## src/rtl/rle_pkg.sv

```systemverilog
// Shared types and widths for the RLE job scheduler: FSM states, operand
// widths and the queued job descriptor layout.
package rle_pkg;

  localparam int ADDR_W = 32;
  localparam int SEQ_W  = 8;
  localparam int JOB_W  = 3 * ADDR_W;

  localparam logic [ADDR_W-1:0] ADDR_ZERO = {ADDR_W{1'b0}};

  typedef enum logic [2:0] {
    ST_IDLE   = 3'd0,
    ST_LAUNCH = 3'd1,
    ST_SETTLE = 3'd2,
    ST_WAIT   = 3'd3,
    ST_REPORT = 3'd4,
    ST_HALT   = 3'd5
  } sched_state_e;

  typedef struct packed {
    logic [ADDR_W-1:0] msg_addr;
    logic [ADDR_W-1:0] msg_size;
    logic [ADDR_W-1:0] rle_addr;
  } job_t;

  // Empty jobs are answered directly without touching the engine.
  function automatic logic is_empty_job(input job_t job);
    return (job.msg_size == ADDR_ZERO);
  endfunction

endpackage

```

## src/rtl/rle_job_fifo.sv

```systemverilog
// Job descriptor FIFO with a registered occupancy count and registered
// full/empty flags; a simultaneous push and pop is legal when full.
module rle_job_fifo #(
  parameter int JOB_DEPTH = 4,
  parameter int WIDTH     = 96
) (
  input  logic             clk,
  input  logic             reset,
  input  logic             push,
  input  logic [WIDTH-1:0] push_data,
  input  logic             pop,
  output logic [WIDTH-1:0] pop_data,
  output logic             not_full,
  output logic             not_empty
);

  localparam int AW = (JOB_DEPTH > 1) ? $clog2(JOB_DEPTH) : 1;
  localparam int CW = $clog2(JOB_DEPTH + 1);
  localparam logic [CW-1:0] DEPTH_C = CW'(JOB_DEPTH);

  logic [WIDTH-1:0] mem_r [JOB_DEPTH];
  logic [AW-1:0]    wr_ptr_r;
  logic [AW-1:0]    rd_ptr_r;
  logic [CW-1:0]    count_r;
  logic [CW-1:0]    count_nxt_s;
  logic             do_push_s;
  logic             do_pop_s;

  assign do_pop_s  = pop && (count_r != {CW{1'b0}});
  assign do_push_s = push && ((count_r < DEPTH_C) || do_pop_s);
  assign pop_data  = mem_r[rd_ptr_r];

  // Next occupancy from the push/pop pair.
  always_comb begin
    count_nxt_s = count_r;
    if (do_push_s && !do_pop_s) begin
      count_nxt_s = count_r + CW'(1'b1);
    end else if (!do_push_s && do_pop_s) begin
      count_nxt_s = count_r - CW'(1'b1);
    end else begin
      count_nxt_s = count_r;
    end
  end

  // Storage write port; contents need no reset.
  always_ff @(posedge clk) begin
    if (do_push_s) begin
      mem_r[wr_ptr_r] <= push_data;
    end
  end

  // Pointers, count and the registered status flags.
  always_ff @(posedge clk) begin
    if (reset) begin
      wr_ptr_r  <= {AW{1'b0}};
      rd_ptr_r  <= {AW{1'b0}};
      count_r   <= {CW{1'b0}};
      not_full  <= 1'b1;
      not_empty <= 1'b0;
    end else begin
      if (do_push_s) begin
        wr_ptr_r <= wr_ptr_r + AW'(1'b1);
      end
      if (do_pop_s) begin
        rd_ptr_r <= rd_ptr_r + AW'(1'b1);
      end
      count_r   <= count_nxt_s;
      not_full  <= (count_nxt_s < DEPTH_C);
      not_empty <= (count_nxt_s != {CW{1'b0}});
    end
  end

endmodule

```

## src/rtl/rle_job_sched.sv

```systemverilog
// Queues RLE compression jobs, launches them one at a time on the engine,
// supervises each with a watchdog and reports sized, sequenced results.
module rle_job_sched
  import rle_pkg::*;
#(
  parameter int JOB_DEPTH      = 4,
  parameter int TIMEOUT_CYCLES = 65536
) (
  input  logic              clk,
  input  logic              reset,
  input  logic              job_valid,
  output logic              job_ready,
  input  logic [ADDR_W-1:0] job_msg_addr,
  input  logic [ADDR_W-1:0] job_msg_size,
  input  logic [ADDR_W-1:0] job_rle_addr,
  output logic              res_valid,
  input  logic              res_ready,
  output logic [ADDR_W-1:0] res_rle_size,
  output logic              res_err,
  output logic [SEQ_W-1:0]  res_seq,
  output logic              rle_start,
  output logic [ADDR_W-1:0] rle_message_addr,
  output logic [ADDR_W-1:0] rle_message_size,
  output logic [ADDR_W-1:0] rle_rle_addr,
  input  logic              rle_done,
  input  logic [ADDR_W-1:0] rle_size,
  output logic              busy,
  output logic              halted
);

  localparam int WD_W = (TIMEOUT_CYCLES > 2) ? $clog2(TIMEOUT_CYCLES) : 1;
  localparam logic [WD_W-1:0] WD_LAST = WD_W'(TIMEOUT_CYCLES - 1);

  sched_state_e    state_r;
  logic [WD_W-1:0] wd_r;
  job_t            head_s;
  job_t            push_job_s;
  logic            push_s;
  logic            pop_s;
  logic            fifo_not_empty_s;

  assign push_s     = job_valid && job_ready;
  assign push_job_s = '{msg_addr: job_msg_addr, msg_size: job_msg_size, rle_addr: job_rle_addr};
  assign pop_s      = (state_r == ST_IDLE) && fifo_not_empty_s;

  rle_job_fifo #(
    .JOB_DEPTH (JOB_DEPTH),
    .WIDTH     (JOB_W)
  ) u_fifo (
    .clk       (clk),
    .reset     (reset),
    .push      (push_s),
    .push_data (push_job_s),
    .pop       (pop_s),
    .pop_data  (head_s),
    .not_full  (job_ready),
    .not_empty (fifo_not_empty_s)
  );

  // Scheduler FSM with all outputs registered; operands only load in IDLE,
  // so they stay frozen while the engine compares against them.
  always_ff @(posedge clk) begin
    if (reset) begin
      state_r          <= ST_IDLE;
      wd_r             <= {WD_W{1'b0}};
      rle_start        <= 1'b0;
      res_valid        <= 1'b0;
      res_err          <= 1'b0;
      res_rle_size     <= ADDR_ZERO;
      res_seq          <= {SEQ_W{1'b0}};
      rle_message_addr <= ADDR_ZERO;
      rle_message_size <= ADDR_ZERO;
      rle_rle_addr     <= ADDR_ZERO;
      busy             <= 1'b0;
      halted           <= 1'b0;
    end else begin
      rle_start <= 1'b0;
      case (state_r)
        ST_IDLE: begin
          if (fifo_not_empty_s) begin
            rle_message_addr <= head_s.msg_addr;
            rle_message_size <= head_s.msg_size;
            rle_rle_addr     <= head_s.rle_addr;
            busy             <= 1'b1;
            if (is_empty_job(head_s)) begin
              state_r      <= ST_REPORT;
              res_valid    <= 1'b1;
              res_rle_size <= ADDR_ZERO;
              res_err      <= 1'b0;
            end else begin
              state_r   <= ST_LAUNCH;
              rle_start <= 1'b1;
            end
          end else begin
            state_r <= ST_IDLE;
          end
        end
        ST_LAUNCH: state_r <= ST_SETTLE;
        // rle_done still reflects the previous job here.
        ST_SETTLE: begin
          state_r <= ST_WAIT;
          wd_r    <= {WD_W{1'b0}};
        end
        ST_WAIT: begin
          if (rle_done) begin
            state_r      <= ST_REPORT;
            res_valid    <= 1'b1;
            res_rle_size <= rle_size;
            res_err      <= 1'b0;
          end else if (wd_r == WD_LAST) begin
            state_r      <= ST_REPORT;
            res_valid    <= 1'b1;
            res_rle_size <= ADDR_ZERO;
            res_err      <= 1'b1;
          end else begin
            wd_r <= wd_r + WD_W'(1'b1);
          end
        end
        ST_REPORT: begin
          if (res_ready) begin
            res_valid <= 1'b0;
            res_seq   <= res_seq + 8'd1;
            if (res_err) begin
              state_r <= ST_HALT;
              halted  <= 1'b1;
            end else begin
              state_r <= ST_IDLE;
              busy    <= 1'b0;
            end
          end
        end
        ST_HALT: state_r <= ST_HALT;
        default: begin
          state_r   <= ST_IDLE;
          res_valid <= 1'b0;
          busy      <= 1'b0;
          halted    <= 1'b0;
        end
      endcase
    end
  end

endmodule

```

## config.mk

```make
export PLATFORM = sky130hd
export DESIGN_NAME = rle_job_sched
export DESIGN_NICKNAME = d
export VERILOG_FILES = /design/src/rtl/rle_pkg.sv /design/src/rtl/rle_job_fifo.sv /design/src/rtl/rle_job_sched.sv
export SDC_FILE = /design/constraint.sdc
export NUM_CORES = 1
export LEC_CHECK = 0
export BUFFER_PORTS_ARGS = -buffer_cell sky130_fd_sc_hd__buf_2
export CAP_MARGIN = 25
export CORE_MARGIN = 2
export CORE_UTILIZATION = 57
export DETAILED_ROUTE_END_ITERATION = 10
export GPL_ROUTABILITY_DRIVEN = 1
export MAX_ROUTING_LAYER = met4
export PLACE_DENSITY = 0.79
export SYNTH_ARGS = -nofsm -noshare
export SYNTH_HDL_FRONTEND = slang
export SYNTH_SLANG_ARGS = --single-unit
```

## constraint.sdc

```tcl
create_clock -name clk -period 6.41 [get_ports clk]
set_input_delay 0.9615 -clock clk [delete_from_list [all_inputs] [get_ports clk]]
set_output_delay 0.9615 -clock clk [all_outputs]
set_load 0.05 [all_outputs]
```

**Word-level counts from Yosys, hierarchy flattened**

Memory sizes are Yosys's and may differ from the RTL's. A register that Yosys moved wholly into a read port is not among the register bits.
Cells that the tools add are included.
W data, S select, Z words.

- Logic and storage cells: 111
- Output and inout bits: 142
- Input port bits: 133
- Memories: 1
- Register bits: 169
- Memory bits (writable): 384

- Magnitude comparators: 2
- Add/sub/neg operators: 6
- Bitwise logic cells: 5
- Reductions and logical operators: 27
- Equality and inequality tests: 14
- Mux-type cells: 39

Memories:

| memory | depth | width | rd ports | clocked after Yosys merged registers in | write ports | line | text |
|---|---|---|---|---|---|---|---|
| u_fifo.mem_r | 4 | 96 | 1 | 1 | 1 | rle_job_fifo.sv:21 | `logic [WIDTH-1:0] mem_r [JOB_DEPTH];` |

Operators with widths:

| operator | count |
|---|---|
| $mux W32 | 4 |
| $pmux W32 S2 | 1 |
| $logic_not A32 Y1 | 1 |
| $mux W16 | 2 |
| $pmux W16 S2 | 1 |
| $mux W3 | 8 |
| $pmux W3 S6 | 1 |
| $add A16 B1 Y16 const B | 1 |
| $eq A16 B16 Y1 const B | 1 |
| $mux W1 | 16 |
| $ne A2 B2 Y1 const B | 5 |
| $add A8 B1 Y8 const B | 1 |
| $reduce_and A4 Y1 | 2 |
| $eq A3 B2 Y1 const B | 2 |
| $eq A3 B3 Y1 const B | 2 |
| $logic_and A1 B1 Y1 | 6 |
| $lt A3 B3 Y1 const B | 2 |
| $reduce_and A2 Y1 | 3 |
| $reduce_and A3 Y1 | 2 |
| $reduce_bool A3 Y1 | 2 |
| $reduce_or A3 Y1 | 2 |
| $not A1 Y1 | 5 |
| $reduce_and A5 Y1 | 1 |
| $reduce_or A5 Y1 | 1 |
| 15 further kinds | 21 |

**Depth between registers and ports, before layout**

- Depth after elaboration: 10
- Depth in mapped cells: 8
- Mapped depth without buffers: 7

**Hierarchy**

Synthesis repeated with hierarchy kept, for this count alone.

- Cell total of the unflattened synthesis: 1259
- Area total of the unflattened synthesis: 20342.0 um^2

Modules (own cells, without submodules):

| module | cells an instance | instances | sequential area each (um^2) | area an instance (um^2) |
|---|---|---|---|---|
| rle_job_fifo | 570 | 1 | 11751.3 | 14448.9 |
| rle_job_sched | 689 | 1 | 3203.1 | 5893.2 |

**Least setup slack after synthesis**

No wires, ideal clock.

- Kind: register -> register
- Start: register state_r[0]
- End: memory u_fifo.mem_r[0][0] (enable)
- Clock period less this slack: 4446 ps
- Setup slack: 1964 ps
- Setup time: 466 ps
- Buffers on the path: 2
- Data required time: 5944 ps
- Arrival time: 3981 ps
- Cell stages (with the launch flop): 6
- Cells stage by stage: dfxtp_1 > clkbuf_1 > or4b_2 > clkbuf_1 > a21oi_1 > and2_1

- Longest elaborated chain between the ends: 7

Ends and longest elaborated chain:

| element | line | text |
|---|---|---|
| start, declared | rle_job_sched.sv:34 | `sched_state_e state_r;` |
| start signal, assigned | rle_job_sched.sv:64 | `state_r <= ST_IDLE;` |
| start signal, assigned | rle_job_sched.sv:86 | `state_r <= ST_REPORT;` |
| start signal, assigned | rle_job_sched.sv:91 | `state_r <= ST_LAUNCH;` |
| $logic_not A3 Y1 | rle_job_sched.sv:44 | `assign pop_s = (state_r == ST_IDLE) && fifo_not_empty_s;` |
| $logic_and A1 B1 Y1 | rle_job_sched.sv:44 |  |
| $logic_and A1 B1 Y1 | rle_job_fifo.sv:29 | `assign do_pop_s = pop && (count_r != {CW{1'b0}});` |
| $logic_or A1 B1 Y1 | rle_job_fifo.sv:30 | `assign do_push_s = push && ((count_r < DEPTH_C) \|\| do_pop_s);` |
| $logic_and A1 B1 Y1 | rle_job_fifo.sv:30 |  |
| $mux W1 | rle_job_fifo.sv:47 | `if (do_push_s) begin` |
| $mux W1 (implied by the code) | rle_job_fifo.sv:48 | `mem_r[wr_ptr_r] <= push_data;` |
| end, declared | rle_job_fifo.sv:21 |  |

Every way passes these cells.

**Final worst setup path**

- Start: register state_r[0]
- End: memory u_fifo.mem_r[2][73] (enable)

The elaborated chain is that of the path after synthesis.

==> impl.org <==
** Synth
- Ranked by total cell area, the synthesized netlist is headed by sky130_fd_sc_hd__edfxtp_1, sky130_fd_sc_hd__dfxtp_1, sky130_fd_sc_hd__mux4_2, sky130_fd_sc_hd__nand2_1, sky130_fd_sc_hd__a21oi_1.
- Among all flip-flop cells after synthesis, the most frequent one is sky130_fd_sc_hd__edfxtp_1.
- Number of enable-type register cells in the synthesized netlist :: 384
- Synth Cell Area :: 20,550 um^2
- By count the netlist is led by sky130_fd_sc_hd__edfxtp_1, sky130_fd_sc_hd__nand2_1, sky130_fd_sc_hd__dfxtp_1.
- The most common cell in the synthesized netlist is sky130_fd_sc_hd__edfxtp_1.
- The synthesized design devotes to its leading area cell type 56.12% of total area.
- During synthesis, Yosys emitted a total of 0 warnings.
- Distinct cell type count of the synthesized netlist :: 53
- Async set-or-reset flop fraction in the synthesized netlist :: 0%
- Number of synthesized register bits :: 555
- Synthesis produced a netlist whose cell count is 1,336.
- Counting every net in the synthesized netlist gives 1,478.
- Cell type with the highest aggregate area in the netlist :: sky130_fd_sc_hd__edfxtp_1
- Post-synthesis average cell area :: 15.38 um^2
- Sequential elements use 72.78% of the synthesized area.

** Setup path
- Critical path class :: flip-flop to flip-flop
- Gate family responsible for the most delay along the worst path :: simple AND/OR/NAND/NOR gates
- STA classifies the critical path endpoint as a flip-flop.
- The setup check on the worst reg-to-reg path leaves a slack of 2.31 ns.
- Of all nets on the critical path, the largest fanout is 66.
- STA classifies the critical path startpoint as a flip-flop.
- The signal on the critical path passes through or4b_4, buf_16, a21oi_1, and2_4, buf_4.
- Endpoint arrival time on the critical path :: 4.32 ns
- Critical path buffer and inverter count :: 2
- Critical path's largest stage delay :: 0.87 ns
- Worst endpoint required time :: 6.63 ns
- Critical Path Slowest Stage Cell :: sky130_fd_sc_hd__or4b_4

** Clocking
- Clock buffer count from CTS :: 51
- Number of sinks on the clock net :: 555
- Clock root cell :: sky130_fd_sc_hd__clkbuf_16
- CTS built an H-tree with a depth of 2.
- Buffers inserted to repair hold after CTS numbered 0.
- The clock passes through at most 3 buffers.
- After clock tree synthesis, the clock-pin slew on the worst setup and hold paths is 0.06 ns.
- The number of setup buffers added after CTS is 0.
- Insertion delay to the later sink of the worst-skew pair :: 0.59 ns
- After clock tree synthesis, the repair step resized 0 gates.
- TritonCTS built the clock tree.

** Detailed routing
- The pre-antenna-repair detailed-routing pass consisted of 5 iterations.
- Drt first-iter violations :: 1,075
- After detailed routing, the number of remaining DRC violations is 0.
- Across all layers, the routed design uses 12,681 vias.
- Post-DR vias/cell :: 5.973
- The detail route stage leaves a number of antenna-violating nets equal to 0.
- After detailed routing, the average wire length per cell comes to 22.78 um.
- For this block, the routed nets add up to 48,370 um of wire.

** Placement
- During placement, the flow inserted port buffers numbering 274.
- DPL Wire Length :: 28,200 um
- Final weighted congestion of routability-driven global placement :: 0.8045
- Placed Cells :: 2,008

** Die
- The floorplan step defined a die boundary enclosing 37,590 um^2.
- Once the floorplan was initialized, standard cells occupied 57.77% of the core.
- For this design the top-level I/O count stands at 275.
- Chip width :: 193.9 um
- The floorplan step set the die height to 193.9 um.
- In this run the core area contains 69 standard-cell rows.
- Core footprint :: 35,570 um^2

** STA
- The worst path in the final design needs a cycle of 4.105 ns, including I/O delays and setup.
- Fin Hold WS :: 0.4517 ns
- Setup violations remaining at the end of the flow were counted as 0.
- For the final routed database, the setup TNS stands at 0 ns.
- At the pin with the least slew margin, the transition time is 1.033 ns.
- The final number of max-transition violations was 0.
- The clock arrives with 0.01854 ns of skew.
- Final hold violations :: 0
- Derived from the worst setup path, the maximum achievable clock frequency is 0.2436 GHz.
- Final period utilization :: 64.04%
- The worst pin sits at a relative slew slack of 31.16%.
- Setup repair after global routing left no endpoint under its margin.

** Power
- Power spread over the standard cell area amounts to 457.3 nW/um^2.
- VDD sags by at most 437.2 uV.
- The analysis attributes to cell leakage a power of 0.008567 uW.
- Post-layout power :: 11,120 uW

** Final layout
- At the end of the flow, the number of nets in the layout was 1,743.
- Non-Filler Instances :: 2,123
- Cells with a size suffix above 1 make up 29.93% of the layout.
- Layout area overhead :: 18.38%
- For this run, the share of the core covered by cells in the final layout is 68.39%.

** Global route
- The initial antenna violation count came to 18.
- Global routing used 26.32% of the available tracks across all layers.
- Largest net degree at the start of global routing :: 76
- Sum of overflow across all layers after global routing :: 0
- The number of global-route vias before repair was 12,861.
- Wire length of the first global-routing pass :: 73,910 um

** Status
- The run finished with clean final reports.

** Run
- Max-cap violation count :: 0

** Min path
- Hold crit path type :: flip-flop to flip-flop
-- registers in the layout, indices dropped and copies added (netlist names), 8 cells and up, named ones only --
name and flops:
rle_message_size 32, res_seq 8, u_fifo.mem_r 384, wd_r 16
res_rle_size 32, rle_message_addr 32, rle_rle_addr 32
-- kinds of logic after synthesis --
| family | synth area share, % |
|---|---|
| xor+xnor | 0.5115 |
| mux | 10.72 |
| compound gates | 6.503 |
| fa+ha+maj | 0.5480 |
| simple gates | 7.063 |
| buf+inv | 1.881 |
| flops | 72.78 |
-- worst paths after layout --
check                                    startpoint                                end  cells past startpoint
setup reg to reg            state_r[0]$_SDFFE_PP0P_      u_fifo.mem_r[2][73]$_DFFE_PP_                      5
setup / recovery            state_r[0]$_SDFFE_PP0P_      u_fifo.mem_r[2][73]$_DFFE_PP_                      5
hold reg to reg   rle_message_addr[30]$_SDFFE_PP0P_  rle_message_addr[30]$_SDFFE_PP0P_                      2
hold / removal    rle_message_addr[30]$_SDFFE_PP0P_  rle_message_addr[30]$_SDFFE_PP0P_                      2
-- metal layers --
metal	track usage, %	wire length, um
met5	-	0
met2	41.84	24010
met3	7.584	4489
met4	10.27	1672
met1	32.20	18190
-- cells in the final DEF (no fill, tap or decap), types with 3 or more instances in the layout --
cell                          n
sky130_fd_sc_hd__ha_1         9
sky130_fd_sc_hd__buf_16       4
sky130_fd_sc_hd__clkbuf_8     5
sky130_fd_sc_hd__buf_2      273
sky130_fd_sc_hd__nand4_1      9
sky130_fd_sc_hd__diode_2     18
sky130_fd_sc_hd__nand3_1     10
sky130_fd_sc_hd__mux4_2      96
sky130_fd_sc_hd__and3_1       4
sky130_fd_sc_hd__dfxtp_1    169
sky130_fd_sc_hd__edfxtp_1   384
sky130_fd_sc_hd__clkinv_1     6
sky130_fd_sc_hd__buf_4       17
sky130_fd_sc_hd__nor2_1      26
sky130_fd_sc_hd__o21ai_0     44
sky130_fd_sc_hd__or3_1        6
sky130_fd_sc_hd__a32oi_1     32
sky130_fd_sc_hd__o21a_1       3
sky130_fd_sc_hd__nor4_1      10
sky130_fd_sc_hd__and2_1       3
sky130_fd_sc_hd__a31oi_1      4
sky130_fd_sc_hd__a21oi_1    121
sky130_fd_sc_hd__o31ai_1      6
sky130_fd_sc_hd__clkbuf_16   51
sky130_fd_sc_hd__nor3_1       3
sky130_fd_sc_hd__bufinv_16   10
sky130_fd_sc_hd__or4_1        6
sky130_fd_sc_hd__nor2b_1      3
sky130_fd_sc_hd__nand2_1    239
sky130_fd_sc_hd__inv_1       13
sky130_fd_sc_hd__xor2_1       6
sky130_fd_sc_hd__and2_4       4
sky130_fd_sc_hd__clkinv_2    15
sky130_fd_sc_hd__xnor2_1      6
sky130_fd_sc_hd__mux2i_1      4
sky130_fd_sc_hd__clkbuf_1     4
-- stage by stage --
| stage | worst slack, ns | area, um^2 |
|---|---|---|
| global route | 2.089 | 24320 |
| finish | 2.305 | 24330 |
| global placement | 2.394 | 22330 |
| CTS | 2.288 | 24250 |
| detailed placement | 2.329 | 22420 |
| floorplan | 1.964 | 20550 |
-- worst reg2reg max path: stages (launching register included) --
cell and delay [ns]:
sky130_fd_sc_hd__dfxtp_1 0.49, sky130_fd_sc_hd__or4b_4 0.87, sky130_fd_sc_hd__buf_16 0.32, sky130_fd_sc_hd__a21oi_1 0.51, sky130_fd_sc_hd__and2_4 0.87, sky130_fd_sc_hd__buf_4 0.65
-- final cells by class --
cell class / count / area, um^2
timing repair buffer: 295 / 1619
sequential: 555 / 14960
multi-input combinational: 685 / 5244
clock buffer: 60 / 1360
fill: 2249 / 11240
tap: 461 / 576.8
inverter: 13 / 48.80
clock inverter: 36 / 470.5
antenna: 18 / 45.04
-- where the power goes --
part | switching, uW | internal [uW]
Clock | 1340 | 1930
Sequential | 341 | 4510
Combinational | 2080 | 924
Power figures use the tool's default switching activity.
